**src/rtl/riscv_pkg.sv**
```systemverilog
// Shared definitions for the RISC-V front end.
// Opcode constants, fetch FSM encoding and instruction width.
package riscv_pkg;

    localparam int INSTR_W = 32;

    localparam logic [6:0] OP_LOAD   = 7'b0000011;
    localparam logic [6:0] OP_STORE  = 7'b0100011;
    localparam logic [6:0] OP_RTYPE  = 7'b0110011;
    localparam logic [6:0] OP_ITYPE  = 7'b0010011;
    localparam logic [6:0] OP_BRANCH = 7'b1100011;

    typedef enum logic [1:0] {
        S_REQ  = 2'd0,
        S_WAIT = 2'd1,
        S_HOLD = 2'd2,
        S_HALT = 2'd3
    } ifetch_state_e;

endpackage

```
**src/rtl/ifetch_pc_next.sv**
```systemverilog
// Next-PC adder for the fetch stage.
// Selects branch target or fall-through and flags misalignment.
module ifetch_pc_next #(
    parameter int XLEN = 32
) (
    input  logic [XLEN-1:0] i_instr_pc,
    input  logic [XLEN-1:0] i_imm_ext,
    input  logic            i_pc_src,
    output logic [XLEN-1:0] o_next_pc,
    output logic            o_misalign
);

    logic [XLEN-1:0] w_offset;

    assign w_offset   = i_pc_src ? i_imm_ext : XLEN'(4);
    assign o_next_pc  = i_instr_pc + w_offset;
    assign o_misalign = |o_next_pc[1:0];

endmodule

```
**src/rtl/ifetch_unit.sv**
```systemverilog
// Instruction fetch stage: owns the PC, issues one imem request
// at a time and holds the fetched word until the core retires it.
module ifetch_unit
    import riscv_pkg::*;
#(
    parameter int              XLEN     = 32,
    parameter logic [XLEN-1:0] RESET_PC = '0
) (
    input  logic               clk,
    input  logic               rst_n,
    output logic               imem_req_valid,
    output logic [XLEN-1:0]    imem_req_addr,
    input  logic               imem_req_ready,
    input  logic               imem_rsp_valid,
    input  logic [INSTR_W-1:0] imem_rsp_data,
    output logic               instr_valid,
    output logic [INSTR_W-1:0] instr,
    output logic [XLEN-1:0]    instr_pc,
    input  logic               instr_ready,
    input  logic               pc_src,
    input  logic [XLEN-1:0]    imm_ext,
    output logic               fetch_misalign,
    output logic [31:0]        instr_count
);

    ifetch_state_e      r_state;
    ifetch_state_e      w_state_next;
    logic [XLEN-1:0]    r_pc;
    logic [INSTR_W-1:0] r_instr;
    logic [XLEN-1:0]    r_instr_pc;
    logic               r_instr_valid;
    logic               r_fetch_misalign;
    logic [31:0]        r_instr_count;
    logic               w_req_valid;
    logic               w_capture;
    logic               w_retire;
    logic [XLEN-1:0]    w_next_pc;
    logic               w_misalign;

    ifetch_pc_next #(
        .XLEN(XLEN)
    ) u_pc_next (
        .i_instr_pc (r_instr_pc),
        .i_imm_ext  (imm_ext),
        .i_pc_src   (pc_src),
        .o_next_pc  (w_next_pc),
        .o_misalign (w_misalign)
    );

    always_ff @(posedge clk) begin
        if (!rst_n) begin
            r_state <= S_REQ;
        end else begin
            r_state <= w_state_next;
        end
    end

    always_comb begin
        w_state_next = r_state;
        w_req_valid  = 1'b0;
        w_capture    = 1'b0;
        w_retire     = 1'b0;
        unique case (r_state)
            S_REQ: begin
                w_req_valid = 1'b1;
                if (imem_req_ready) begin
                    w_state_next = S_WAIT;
                end
            end
            S_WAIT: begin
                if (imem_rsp_valid) begin
                    w_capture    = 1'b1;
                    w_state_next = S_HOLD;
                end
            end
            S_HOLD: begin
                if (instr_ready) begin
                    w_retire     = 1'b1;
                    w_state_next = w_misalign ? S_HALT : S_REQ;
                end
            end
            S_HALT: begin
                w_state_next = S_HALT;
            end
            default: begin
                w_state_next = S_HALT;
            end
        endcase
    end

    always_ff @(posedge clk) begin
        if (!rst_n) begin
            r_pc             <= RESET_PC;
            r_instr          <= '0;
            r_instr_pc       <= '0;
            r_instr_valid    <= 1'b0;
            r_fetch_misalign <= 1'b0;
            r_instr_count    <= '0;
        end else begin
            if (w_capture) begin
                r_instr       <= imem_rsp_data;
                r_instr_pc    <= r_pc;
                r_instr_valid <= 1'b1;
            end
            if (w_retire) begin
                r_instr_valid <= 1'b0;
                r_instr_count <= r_instr_count + 32'd1;
                if (w_misalign) begin
                    r_fetch_misalign <= 1'b1;
                end else begin
                    r_pc <= w_next_pc;
                end
            end
        end
    end

    // Request is masked during the reset cycle itself.
    assign imem_req_valid = w_req_valid & rst_n;
    assign imem_req_addr  = r_pc;
    assign instr_valid    = r_instr_valid;
    assign instr          = r_instr;
    assign instr_pc       = r_instr_pc;
    assign fetch_misalign = r_fetch_misalign;
    assign instr_count    = r_instr_count;

endmodule

```
**config.mk**
```make
export PLATFORM = sky130hd
export DESIGN_NAME = ifetch_unit
export DESIGN_NICKNAME = d
export VERILOG_FILES = /design/src/rtl/riscv_pkg.sv /design/src/rtl/ifetch_pc_next.sv /design/src/rtl/ifetch_unit.sv
export SDC_FILE = /design/constraint.sdc
export NUM_CORES = 1
export LEC_CHECK = 0
export CORE_MARGIN = 10
export CORE_UTILIZATION = 26
export DETAILED_ROUTE_END_ITERATION = 7
export PLACE_DENSITY = 0.57
export SKIP_LAST_GASP = 1
export SYNTH_ARGS = -nofsm -noshare
export SYNTH_HDL_FRONTEND = slang
export SYNTH_SLANG_ARGS = --single-unit
```
**constraint.sdc**
```tcl
create_clock -name clk -period 4.6 [get_ports clk]
set_input_delay 1.15 -clock clk [delete_from_list [all_inputs] [get_ports clk]]
set_output_delay 1.15 -clock clk [all_outputs]
set_load 0.005 [all_outputs]
```
### After elaboration in Yosys (flattened, before gate mapping)

Cells that the tools add are included.

| word-level totals | value |
|---|---|
| logic and storage cells | 35 |
| register bits | 132 |
| input port bits | 70 |

| operators by class | value |
|---|---|
| bitwise operators | 3 |
| $add $sub $neg | 2 |
| mux-type cells | 11 |
| eq/ne operators | 6 |
| reductions and logical operators | 6 |

Operators by type and width:

| operator | count |
|---|---|
| adder 32 x 1 -> 32 bit (second input constant) | 1 |
| adder 32 bit | 1 |
| two-way mux 32 bit | 1 |
| two-way mux 2 bit | 4 |
| one-hot mux 2 bit (4 select lines) | 1 |
| inequality test 2 bit (second input constant) | 3 |
| two-way mux 1 bit | 5 |
| == test 2 bit (second input constant) | 2 |
| AND reduction 2 bit | 2 |
| OR reduction 2 bit | 2 |
| AND reduction 3 bit | 1 |
| == test 2 x 1 -> 1 bit (second input constant) | 1 |
| zero test 2 bit | 1 |
| NOT 1 bit | 2 |
| AND 1 bit | 1 |

### Depth between registers and ports, before layout

| logic depth | value |
|---|---|
| depth in word-level cells | 6 |
| gate-level depth with buffers | 13 |

### Cells and area by module

A second synthesis with hierarchy kept.

| unflattened totals | value |
|---|---|
| cells, all modules | 893 |
| area total of the unflattened synthesis | 6850.3 µm² |

By module, submodules not included:

| module | cells an instance | instances | sequential area each (µm²) | area each (µm²) |
|---|---|---|---|---|
| ifetch_unit | 616 | 1 | 2642.5 | 4917.2 |
| ifetch_pc_next | 277 | 1 | 0.0 | 1933.1 |

### Least setup slack after synthesis

No wires, ideal clock.

| path | value |
|---|---|
| kind | input -> register |
| from | in pc_src |
| to | reg r_pc[28] (netlist: imem_req_addr[28]) |
| setup slack | 862 ps |
| path buffers | 1 |
| required time | 4470 ps |
| stages | 13 |
| arrival time | 3608 ps |
| path through | clkbuf_1 and2_1 ha_1 fa_1 a21o_1 a221oi_2 nor2_1 o31ai_1 a41oi_1 o22ai_1 o21ai_0 nand4b_1 o211ai_1 |

| between the ends | value |
|---|---|
| word-level cells in the longest chain between the ends | 5 |

RTL lines:

| element | RTL line | text |
|---|---|---|
| start: declaration | ifetch_unit.sv:20 | `input logic pc_src,` |
| two-way mux 32 bit (*) | ifetch_pc_next.sv:15 | `assign w_offset = i_pc_src ? i_imm_ext : XLEN'(4);` |
| adder 32 bit (*) | ifetch_pc_next.sv:16 | `assign o_next_pc = i_instr_pc + w_offset;` |
| OR reduction 2 bit | ifetch_pc_next.sv:17 | `assign o_misalign = \|o_next_pc[1:0];` |
| NOT 1 bit (no source line) | - |  |
| AND reduction 2 bit (no source line) | - |  |
| end signal: assignment | ifetch_unit.sv:111 | `r_pc <= w_next_pc;` |
| end: declaration | ifetch_unit.sv:28 | `logic [XLEN-1:0] r_pc;` |

Every way passes the cells marked *; elsewhere a longest branch is shown, timed or not.
A chain may end at the register's enable or synchronous reset.

### Worst setup path in the final report

Same ends and word-level chain as after synthesis.

==> flow_summary.toml <==
[setup_path]
cp_slowest_cell = "clkdlybuf4s50_1"
endpoint_kind = "flip-flop"
cp.arrival_ns = 4.35
critPathLaunchType = "input port"
crit_type = "input port to flip-flop"
path_cells = "clkdlybuf4s50_1 -> and2_1 -> ha_1 -> fa_1 -> a21o_1 -> a221oi_2 -> nor2_1 -> o31ai_1 -> buf_4 -> a41oi_1 -> o22ai_1 -> o21ai_0 -> nand4b_1 -> o211ai_1"
critical-path-max-stage-delay_ns = 0.43
crit_family = "compound AO/OA/AOI/OAI gates"
worstPathRequired_ns = 4.90
path_buf_inv = 2
critPathMaxFanout = 3

[timing]
max_clock_freq_ghz = 0.247
setup-tns-final_ns = 0
tightestPinTransition_ns = 0.832
rsz0062_at_grt = "no"
relSlewSlack_pct = 44.6
skew_ns = 0.0122
period_share_pct = 87.9
period_minus_slack_ns = 4.04
finalHoldViolations = 0
slew_viol_final = 0
setup_viol = 0

[power_and_ir_drop]
ir_drop_v = 0.000162
p_leak_nw = 3.48
p_per_area_nw_per_um2 = 300
totalPowerFinal_mw = 2.90

[global_route]
grt_pass1_wl_mm = 36.8
grt-ovfl-total = 0
grt_usage_pct = 13.8
grt_max_degree = 71
grt_pass1_vias = 6682
antenna_found_initial = 1

[logic_synthesis]
synth_common_cells = "208 x nand2_1, 132 x dfxtp_1, 120 x a21oi_1, 52 x nor2_1, 40 x clkbuf_1"
yosysUniqueCellTypes = 54
synth.avg_cell_area_sq_um = 7.72
netlist_instances = 860
synth_seq_area_share_pct = 39.8
syn_area_sq_um = 6640
synth_nets = 964
synth_top_area_cell = "dfxtp_1"
yosysMostFrequentCell = "nand2_1"
synth_ff_type = "dfxtp_1"
yosys-top-cells-area = "dfxtp_1 40%, nand2_1 12%, a21oi_1 9.0%"
synth_edf_count = 0
synth_top_area_share_pct = 39.8
async_flop_share_pct = 0
yosysWarningCount = 0
ys_seq_elements = 132

[layout]
area_growth_pct = 45.5
fillers = 2576
drive_gt1_share_pct = 6.03
utilization_pct = 38.4
final_nets = 1152
instances_no_fill = 1392

[detailed_routing]
drc_errors = 0
via_per_inst = 4.69
first_pass_iters = 4
final_antenna_net_count = 0
post_drt_wl_per_cell_microns = 16.3
wl_mm = 22.7
num_vias = 6522
initialDrtViolationCount = 383

[clocking]
cts_buffers = 17
cts_setup_buffers = 0
cts_tree = "built"
cts.clk_slew.worst_paths_ns = 0.07
clock_latency_ns = 0.42
postCtsResizedCells = 0
clockRootBuffer = "clkbuf_16"
clock_path_buffers = 2
cts.hold.buffers_added = 0
cts.sinks = 132
h-tree-depth = 4

[floorplanning]
pin_count = 201
core_region_area_sq_um = 25200
dieArea_sq_um = 32300
die_y_microns = 180
initial_utilization_pct = 26.4
die_w_microns = 180
rows = 58

[placed_design]
gp_congestion = 0.862
io_buffers = 200
dp.cells = 1359
place_hpwl_mm = 16.8

[job]
max-cap-violations = 0

[run_status]
outcome = "finished, final reports clean"

[worst_hold_path]
min_path_type = "flip-flop to flip-flop"
==> kinds of logic after synthesis <==
| kind of cell | synth area share, % |
|---|---|
| simple gates | 25.9 |
| compound gates | 17.9 |
| xor+xnor | 6.33 |
| buf+inv | 3.39 |
| flops | 39.8 |
| mux | 0.151 |
| fa+ha+maj | 6.52 |
==> power breakdown <==
part | total, mW | leakage [nW] | internal [mW] | switching (mW)
Clock | 1.46 | 0.295 | 0.870 | 0.585
Sequential | 1.18 | 1.07 | 1.16 | 0.0130
Combinational | 0.270 | 2.11 | 0.134 | 0.136
==> through the flow <==
step / cell area (sq um) / setup WS, ns / hold WS [ns]
2_1_floorplan: 6640 / 0.862 / 0.453
3_3_place_gp: 9040 / 0.248 / 0.440
3_5_place_dp: 9040 / 0.235 / 0.446
4_1_cts: 9660 / 0.648 / 0.456
5_1_grt: 9660 / 0.400 / 0.474
6_report: 9660 / 0.556 / 0.456
==> path summary, 6_finish.rpt <==
check	from	end	slack, ns	cells past startpoint
worst max-delay path	pc_src	imem_req_addr[28]	0.56	14
worst min-delay path	instr[5]	instr[5]	0.46	2
worst max register to register	instr_pc[0]	imem_req_addr[28]	1.48	12
worst min register to register	instr[5]	instr[5]	0.46	2
==> tightest hold or removal path, stage by stage (launching register included) <==
cell and delay (ns):
dfxtp_1 0.31, nand2_1 0.05, a21oi_1 0.05
==> final cells by class <==
type,instances,area (sq um),share of cell area [%]
flip-flops and latches,132,2640,27.4
diodes,1,2.50,0.0259
multi-input cells,668,3790,39.2
well taps,330,413,4.27
inverters,14,55.1,0.570
clock buffers,17,425,4.40
repair buffers,215,2140,22.1
clock inverters,15,196,2.03
==> state kept, by name, indices dropped and copies added (netlist names) <==
name / cells
r_state: 2
instr_pc: 32
imem_req_addr: 32
instr_valid: 1
instr: 32
fetch_misalign: 1
instr_count: 32
==> layer usage <==
layer / wire length [microns] / track usage [%] / up-vias
met2: 10000 / 21.8 / 198
li1: - / - / 3330
met3: 1790 / 4.60 / 18
met1: 10600 / 17.7 / 2976
met5: 0 / 0 / -
met4: 255 / 3.08 / 0
==> placed cells by master, fill, tap and decap left out, types with 10 or more instances in the layout <==
cell type and instances:
or3_1 12, ha_1 33, nand4_1 14, xor2_1 27, xnor2_1 21, nand2_1 208, a21o_1 10, inv_1 13
a21oi_1 120, o21ai_0 23, nand3_1 25, buf_4 13, nor3_1 14, and2_1 31, clkdlybuf4s50_1 200, nor2_1 51
clkbuf_16 17, dfxtp_1 132
Note: power is estimated with default switching activity, not from simulation.
